<file path="src/rtl/alu_pkg.sv">
// Shared types and widths for the ALU arbiter slice.
package alu_pkg;
    localparam int unsigned DATA_W  = 32;
    localparam int unsigned NUM_REQ = 2;

    typedef logic [2:0] alu_op_t;

    typedef struct packed {
        logic o;
        logic c;
        logic z;
        logic n;
    } alu_flags_t;

    typedef enum logic [1:0] {
        ST_IDLE = 2'd0,
        ST_EXEC = 2'd1,
        ST_RESP = 2'd2
    } arb_state_t;
endpackage

</file>
<file path="src/rtl/alu_arbiter_if.sv">
// Bundle of request, ALU and response signals around alu_arbiter.
// slave = arbiter view; master = requesters, ALU and response consumer.
interface alu_arbiter_if;
    import alu_pkg::*;

    logic [NUM_REQ-1:0]             req_valid;
    logic [NUM_REQ-1:0]             req_ready;
    alu_op_t [NUM_REQ-1:0]          req_op;
    logic [NUM_REQ-1:0][DATA_W-1:0] req_a;
    logic [NUM_REQ-1:0][DATA_W-1:0] req_b;

    logic [DATA_W-1:0]              alu_a;
    logic [DATA_W-1:0]              alu_b;
    alu_op_t                        alu_op;
    logic [DATA_W-1:0]              alu_y;
    alu_flags_t                     alu_flags;

    logic                           rsp_valid;
    logic                           rsp_ready;
    logic                           rsp_id;
    logic [DATA_W-1:0]              rsp_y;
    alu_flags_t                     rsp_flags;

    modport slave (
        input  req_valid, req_op, req_a, req_b, alu_y, alu_flags, rsp_ready,
        output req_ready, alu_a, alu_b, alu_op, rsp_valid, rsp_id, rsp_y, rsp_flags
    );

    modport master (
        output req_valid, req_op, req_a, req_b, alu_y, alu_flags, rsp_ready,
        input  req_ready, alu_a, alu_b, alu_op, rsp_valid, rsp_id, rsp_y, rsp_flags
    );
endinterface

</file>
<file path="src/rtl/arb_rr_pick.sv">
// Combinational two-way picker: round-robin on last-granted ID, or fixed
// priority to requester 0 when ALU_ARB_FIXED_PRIO_EN is defined.
module arb_rr_pick (
    input  logic [1:0] i_valid,
    input  logic       i_last_id,
    output logic [1:0] o_grant,
    output logic       o_win_id
);
`ifdef ALU_ARB_FIXED_PRIO_EN
    logic w_unused_last_id;
    assign w_unused_last_id = i_last_id;

    always_comb begin
        o_win_id = 1'b0;
        if (!i_valid[0] && i_valid[1]) begin
            o_win_id = 1'b1;
        end
    end
`else
    always_comb begin
        o_win_id = 1'b0;
        if (&i_valid) begin
            o_win_id = ~i_last_id;
        end else begin
            o_win_id = i_valid[1];
        end
    end
`endif

    always_comb begin
        o_grant = 2'b00;
        if (|i_valid) begin
            o_grant = o_win_id ? 2'b10 : 2'b01;
        end
    end
endmodule

</file>
<file path="src/rtl/alu_arbiter.sv">
// Two-requester arbiter/sequencer for the shared ALU (IDLE -> EXEC -> RESP).
// Build option: ALU_ARB_FIXED_PRIO_EN selects fixed priority to requester 0.
module alu_arbiter
    import alu_pkg::*;
(
    input logic          clk,
    input logic          rst_n,
    alu_arbiter_if.slave bus
);
    arb_state_t        r_state;
    arb_state_t        w_state_nxt;
    logic [1:0]        w_grant;
    logic              w_win_id;
    logic              w_last_id;
    logic [1:0]        w_req_ready;
    logic              w_hs;

    logic [DATA_W-1:0] r_alu_a;
    logic [DATA_W-1:0] r_alu_b;
    alu_op_t           r_alu_op;
    logic              r_rsp_valid;
    logic              r_rsp_id;
    logic [DATA_W-1:0] r_rsp_y;
    alu_flags_t        r_rsp_flags;

`ifdef ALU_ARB_FIXED_PRIO_EN
    assign w_last_id = 1'b1;
`else
    logic r_last_id;

    // Reset to 1 so requester 0 wins the first tie.
    always_ff @(posedge clk or negedge rst_n) begin
        if (!rst_n) begin
            r_last_id <= 1'b1;
        end else if (w_hs) begin
            r_last_id <= w_win_id;
        end
    end

    assign w_last_id = r_last_id;
`endif

    arb_rr_pick u_pick (
        .i_valid  (bus.req_valid),
        .i_last_id(w_last_id),
        .o_grant  (w_grant),
        .o_win_id (w_win_id)
    );

    always_ff @(posedge clk or negedge rst_n) begin
        if (!rst_n) begin
            r_state <= ST_IDLE;
        end else begin
            r_state <= w_state_nxt;
        end
    end

    always_comb begin
        w_state_nxt = r_state;
        case (r_state)
            ST_IDLE: if (w_hs)          w_state_nxt = ST_EXEC;
            ST_EXEC:                    w_state_nxt = ST_RESP;
            ST_RESP: if (bus.rsp_ready) w_state_nxt = ST_IDLE;
            default:                    w_state_nxt = ST_IDLE;
        endcase
    end

    always_comb begin
        w_req_ready = 2'b00;
        if (r_state == ST_IDLE) begin
            w_req_ready = w_grant;
        end
    end

    assign w_hs = |(bus.req_valid & w_req_ready);

    always_ff @(posedge clk or negedge rst_n) begin
        if (!rst_n) begin
            r_alu_a     <= '0;
            r_alu_b     <= '0;
            r_alu_op    <= '0;
            r_rsp_valid <= 1'b0;
            r_rsp_id    <= 1'b0;
            r_rsp_y     <= '0;
            r_rsp_flags <= '0;
        end else begin
            case (r_state)
                ST_IDLE: begin
                    if (w_hs) begin
                        r_alu_a  <= bus.req_a[w_win_id];
                        r_alu_b  <= bus.req_b[w_win_id];
                        r_alu_op <= bus.req_op[w_win_id];
                        r_rsp_id <= w_win_id;
                    end
                end
                ST_EXEC: begin
                    r_rsp_y     <= bus.alu_y;
                    r_rsp_flags <= bus.alu_flags;
                    r_rsp_valid <= 1'b1;
                end
                ST_RESP: begin
                    if (bus.rsp_ready) begin
                        r_rsp_valid <= 1'b0;
                    end
                end
                default: ;
            endcase
        end
    end

    assign bus.req_ready = w_req_ready;
    assign bus.alu_a     = r_alu_a;
    assign bus.alu_b     = r_alu_b;
    assign bus.alu_op    = r_alu_op;
    assign bus.rsp_valid = r_rsp_valid;
    assign bus.rsp_id    = r_rsp_id;
    assign bus.rsp_y     = r_rsp_y;
    assign bus.rsp_flags = r_rsp_flags;
endmodule
</file>
<file path="src/flat_wrapper.sv">
// flat-port wrapper written by rule: the top's interface ports become plain ports
module alu_arbiter_flat import alu_pkg::*;
  (clk, rst_n, bus_req_valid, bus_req_op, bus_req_a, bus_req_b, bus_alu_y, bus_alu_flags, bus_rsp_ready, bus_req_ready, bus_alu_a, bus_alu_b, bus_alu_op, bus_rsp_valid, bus_rsp_id, bus_rsp_y, bus_rsp_flags);
  alu_arbiter_if bus_i ();
  input logic clk;
  input logic rst_n;
  input wire logic [$bits(bus_i.req_valid)-1:0] bus_req_valid;
  input wire logic [$bits(bus_i.req_op)-1:0] bus_req_op;
  input wire logic [$bits(bus_i.req_a)-1:0] bus_req_a;
  input wire logic [$bits(bus_i.req_b)-1:0] bus_req_b;
  input wire logic [$bits(bus_i.alu_y)-1:0] bus_alu_y;
  input wire logic [$bits(bus_i.alu_flags)-1:0] bus_alu_flags;
  input wire logic [$bits(bus_i.rsp_ready)-1:0] bus_rsp_ready;
  output wire logic [$bits(bus_i.req_ready)-1:0] bus_req_ready;
  output wire logic [$bits(bus_i.alu_a)-1:0] bus_alu_a;
  output wire logic [$bits(bus_i.alu_b)-1:0] bus_alu_b;
  output wire logic [$bits(bus_i.alu_op)-1:0] bus_alu_op;
  output wire logic [$bits(bus_i.rsp_valid)-1:0] bus_rsp_valid;
  output wire logic [$bits(bus_i.rsp_id)-1:0] bus_rsp_id;
  output wire logic [$bits(bus_i.rsp_y)-1:0] bus_rsp_y;
  output wire logic [$bits(bus_i.rsp_flags)-1:0] bus_rsp_flags;
  assign bus_i.req_valid = bus_req_valid;
  assign bus_i.req_op = bus_req_op;
  assign bus_i.req_a = bus_req_a;
  assign bus_i.req_b = bus_req_b;
  assign bus_i.alu_y = bus_alu_y;
  assign bus_i.alu_flags = bus_alu_flags;
  assign bus_i.rsp_ready = bus_rsp_ready;
  assign bus_req_ready = bus_i.req_ready;
  assign bus_alu_a = bus_i.alu_a;
  assign bus_alu_b = bus_i.alu_b;
  assign bus_alu_op = bus_i.alu_op;
  assign bus_rsp_valid = bus_i.rsp_valid;
  assign bus_rsp_id = bus_i.rsp_id;
  assign bus_rsp_y = bus_i.rsp_y;
  assign bus_rsp_flags = bus_i.rsp_flags;
  alu_arbiter u_core (.clk(clk), .rst_n(rst_n), .bus(bus_i));
endmodule
</file>
<file path="config.mk">
export PLATFORM = sky130hd
export DESIGN_NAME = alu_arbiter_flat
export DESIGN_NICKNAME = d
export VERILOG_FILES = /design/src/rtl/alu_pkg.sv /design/src/rtl/alu_arbiter_if.sv /design/src/rtl/arb_rr_pick.sv /design/src/rtl/alu_arbiter.sv /design/src/flat_wrapper.sv
export SDC_FILE = /design/constraint.sdc
export NUM_CORES = 1
export LEC_CHECK = 0
export CAP_MARGIN = 25
export CORE_MARGIN = 2
export CORE_UTILIZATION = 38
export CTS_BUF_LIST = sky130_fd_sc_hd__clkbuf_8 sky130_fd_sc_hd__clkbuf_16
export DETAILED_ROUTE_END_ITERATION = 12
export GPL_TIMING_DRIVEN = 0
export HOLD_SLACK_MARGIN = 0.05
export PLACE_DENSITY_LB_ADDON = 0.05
export SLEW_MARGIN = 20
export SYNTH_ARGS = -nofsm -noshare
export SYNTH_HDL_FRONTEND = slang
export SYNTH_SLANG_ARGS = --single-unit
</file>
<file path="constraint.sdc">
create_clock -name clk -period 2.2 [get_ports clk]
set_input_delay 0.22 -clock clk [delete_from_list [all_inputs] [get_ports clk]]
set_output_delay 0.22 -clock clk [all_outputs]
set_load 0.03 [all_outputs]
</file>
==> metrics.md <==
| Metric | Value |
|---|---|
| Number of nets in the layout | `782` |
| Initial antenna violation count | `0` |
| Worst slew margin | `64.2%` |
| Maximum number of pins on one net before global-route repair | `57` |
| Post-synth ARST share | `100%` |
| Vertical die dimension | `117 um` |
| FILL cells | `989` |
| CP startpoint kind | `register` |
| RD Place Congestion | `0.753` |
| Sum of overflow across all layers after global routing | `0` |
| Core Util, Final | `66.4%` |
| Final Hold Vio Count | `0` |
| Post-CTS setup repair buffer count | `0` |
| Number of slew-limit violations in the final report | `0` |
| Num rows | `41` |
| Reg-to-reg startpoint | `u_core.r_last_id` |
| Ant. Diodes | `0` |
| IO Port Bufs | `281` |
| Total clock buffers created by CTS | `9` |
| Worst vdd ir | `766 uV` |
| Highest-delay cell along the critical path | `sky130_fd_sc_hd__dfstp_2` |
| Starting density of the core | `38.9%` |
| Cell occurring most often along the worst timing path | `sky130_fd_sc_hd__buf_6` |
| Total track usage | `20.4%` |
| Post-synth top cells | `sky130_fd_sc_hd__mux2_2 (154), sky130_fd_sc_hd__dfrtp_1 (107), sky130_fd_sc_hd__buf_2 (16), sky130_fd_sc_hd__mux2_4 (16)` |
| Power Dens Cells | `1510 nW/um^2` |
| DRT Wirelength | `13500 um` |
| Number of global-route vias before repair | `4018` |
| Area taken by flip-flops and latches | `2700 um^2` |
| Prevailing post-synth register cell | `sky130_fd_sc_hd__dfrtp_1` |
| Ports placed on the boundary | `282` |
| Worst setup EP type | `primary output` |
| Required time at the worst-slack endpoint | `1.98 ns` |
| Synth-to-Final Area Change | `70.8%` |
| Area occupied by multi-input gates | `2060 um^2` |
| CP startpoint | `u_core.r_last_id` |
| RSZ-0062 raised after global routing | `no` |
| Synth warn | `0` |
| Worst hold path type | `in2async` |
| Post-synthesis sequential area ratio | `55.3%` |
| Mean number of vias per cell | `4.64` |
| Post-synthesis net count | `489` |
| Synthesized area divided by synthesized cell count | `15.6 um^2` |
| Antenna viol nets, final | `0` |
| Maximum fanout along the worst path | `10` |
| HPWL after detailed placement | `10700 um` |
| Critical path class | `reg2out` |
| EDFF count, synth | `0` |
| Clock Pin Slew Worst Setup and Hold Paths | `0.07 ns` |
| Detailed Route Iter0 Violations | `51` |
| CTS max path bufs | `2` |
| Cell leakage power | `3.43 nW` |
| Post-synthesis instance area | `4890 um^2` |
| Most frequent cell after synthesis | `sky130_fd_sc_hd__mux2_2` |
| Final std cells w/o fill | `784` |
| Worst-Margin Slew | `0.536 ns` |
| Data arrival, critical path | `1.89 ns` |
| Total instance count after detailed placement | `768` |
| Max-cap viol count | `0` |
| Vias after detailed routing | `3638` |
| Later-pin clock latency in the skew report | `0.34 ns` |
| Clk sink count | `108` |
| Synth area leaders | `sky130_fd_sc_hd__dfrtp_1 (55%), sky130_fd_sc_hd__mux2_2 (35%), sky130_fd_sc_hd__mux2_4 (4.9%)` |
| Slowest cell delay on critical path | `0.55 ns` |
| Final Critical Period | `2.11 ns` |
| Cells after Synth | `314` |
| Yosys reg bits | `108` |
| Clock skew | `0.00592 ns` |
| Proportion of layout cells with a drive suffix above 1 | `34.6%` |
| Number of failing setup endpoints in the final timing report | `0` |
| Kind of cell adding the most delay to the critical path | `buffers and inverters` |
| Total Die Area | `13800 um^2` |
| Width of the die | `117 um` |
| Ordered cell list for the critical path | `a21bo_1 > buf_6 > buf_6 > buf_6 > and2_1 > clkdlybuf4s15_2` |
| Average wire per cell in the routed design | `17.2 um` |
| Area share of the largest cell type after synthesis | `54.8%` |
| Area leader, netlist | `sky130_fd_sc_hd__dfrtp_1` |
| TritonCTS clock tree | `yes` |
| Global-route wire length before repair | `22000 um` |
| Run status | `finished clean` |
| Maximum level of the CTS H-tree | `3` |
| Crit share post-route | `95.9%` |
| Buffering stage count on the worst path with inverters included | `4` |
| Max Freq | `474 MHz` |
| Number of detailed-routing iterations run before antenna repair | `4` |
| DRC errors left | `0` |
| Number of unique standard cell types used by synthesis | `19` |
| Clock root buffer | `sky130_fd_sc_hd__clkbuf_16` |
| Floorplan Core Area | `12600 um^2` |
==> metal layers <==
metal | up-vias | global-route usage, % | routed length [um]
met2 | 162 | 35.9 | 6850
met3 | 23 | 7.10 | 1160
met4 | 0 | 7.98 | 343
met1 | 1748 | 22.6 | 5150
met5 | - | 0 | 0
li1 | 1705 | - | -
==> flip-flops by register name (all words and copies together) (netlist names), 2 cells and up <==
signal	count
u_core.bus.alu_op	3
u_core.r_state	2
u_core.bus.alu_a	32
u_core.bus.rsp_flags	4
u_core.bus.rsp_y	32
u_core.bus.alu_b	32
==> timing repair <==
action | in CTS | in global routing
gates resized for setup | 9 | 4
endpoints found under the setup margin | 2 | 2
cloned | 0 | 0
hold buffers | 1 | 0
endpoints found under the hold margin | 55 | 0
==> cells by family (layout without fill, tap and decap cells) <==
group | count (synthesis) | in the layout | share of synthesized area, %
compound gates | 8 | 8 | 1.10
buf+inv | 22 | 320 | 2.56
flops | 108 | 108 | 55.3
mux | 170 | 170 | 40.4
simple gates | 6 | 6 | 0.589
==> cells in the final DEF, fill, tap and decap left out, types with 2 or more instances in the layout <==
cell type / netlist / layout
sky130_fd_sc_hd__a21oi_1: 2 / 2
sky130_fd_sc_hd__buf_2: 16 / 16
sky130_fd_sc_hd__buf_6: 3 / 5
sky130_fd_sc_hd__bufinv_16: 0 / 5
sky130_fd_sc_hd__clkbuf_16: 0 / 9
sky130_fd_sc_hd__clkdlybuf4s50_1: 0 / 278
sky130_fd_sc_hd__dfrtp_1: 107 / 107
sky130_fd_sc_hd__inv_1: 2 / 2
sky130_fd_sc_hd__mux2_2: 154 / 154
sky130_fd_sc_hd__mux2_4: 16 / 16
sky130_fd_sc_hd__nor2_1: 3 / 2
==> path summary, 6_finish.rpt <==
check                                  endpoint  slack, ns  cells past startpoint
min reg2reg                u_core.bus.alu_a[25]       0.51                      1
max                            bus_req_ready[0]       0.09                      6
min                        u_core.bus.alu_a[21]       0.40                      2
max reg2reg                u_core.bus.alu_b[17]       0.38                      5
min in group clk               u_core.r_last_id       0.48                      2
max in group asynchronous      u_core.r_last_id       1.10                      3
==> per-stage QoR <==
stage | setup WS, ns | hold slack (ns) | area, um^2 | power, mW | setup TNS, ns
final | 0.0901 | 0.398 | 8340 | 12.6 | 0
after global routing | 0.00640 | 0.457 | 8340 | 13.3 | 0
after CTS | 0.0330 | 0.419 | 8340 | 12.8 | 0
after detailed placement | -0.331 | 0.218 | 7940 | 10.7 | -0.655
after global placement | -3.22 | 0.489 | 7910 | 10.5 | -346.19
after floorplan | 0.292 | -0.0756 | 4890 | 7.68 | 0
==> report_power, final <==
group / leakage [nW] / switching (mW) / internal (mW)
Combinational: 1.98 / 3.55 / 3.45
Sequential: 1.26 / 0.532 / 3.03
Clock: 0.186 / 0.720 / 1.34
==> cell type report <==
cell class | instances | area share [%]
tap | 172 | 2.58
inverter | 2 | 0.0900
clock buffer | 9 | 2.70
sequential | 108 | 32.4
multi-input combinational | 184 | 24.7
buffer | 19 | 1.44
clock inverter | 7 | 1.95
timing repair buffer | 283 | 34.1
Power figures use the tool's default switching activity.
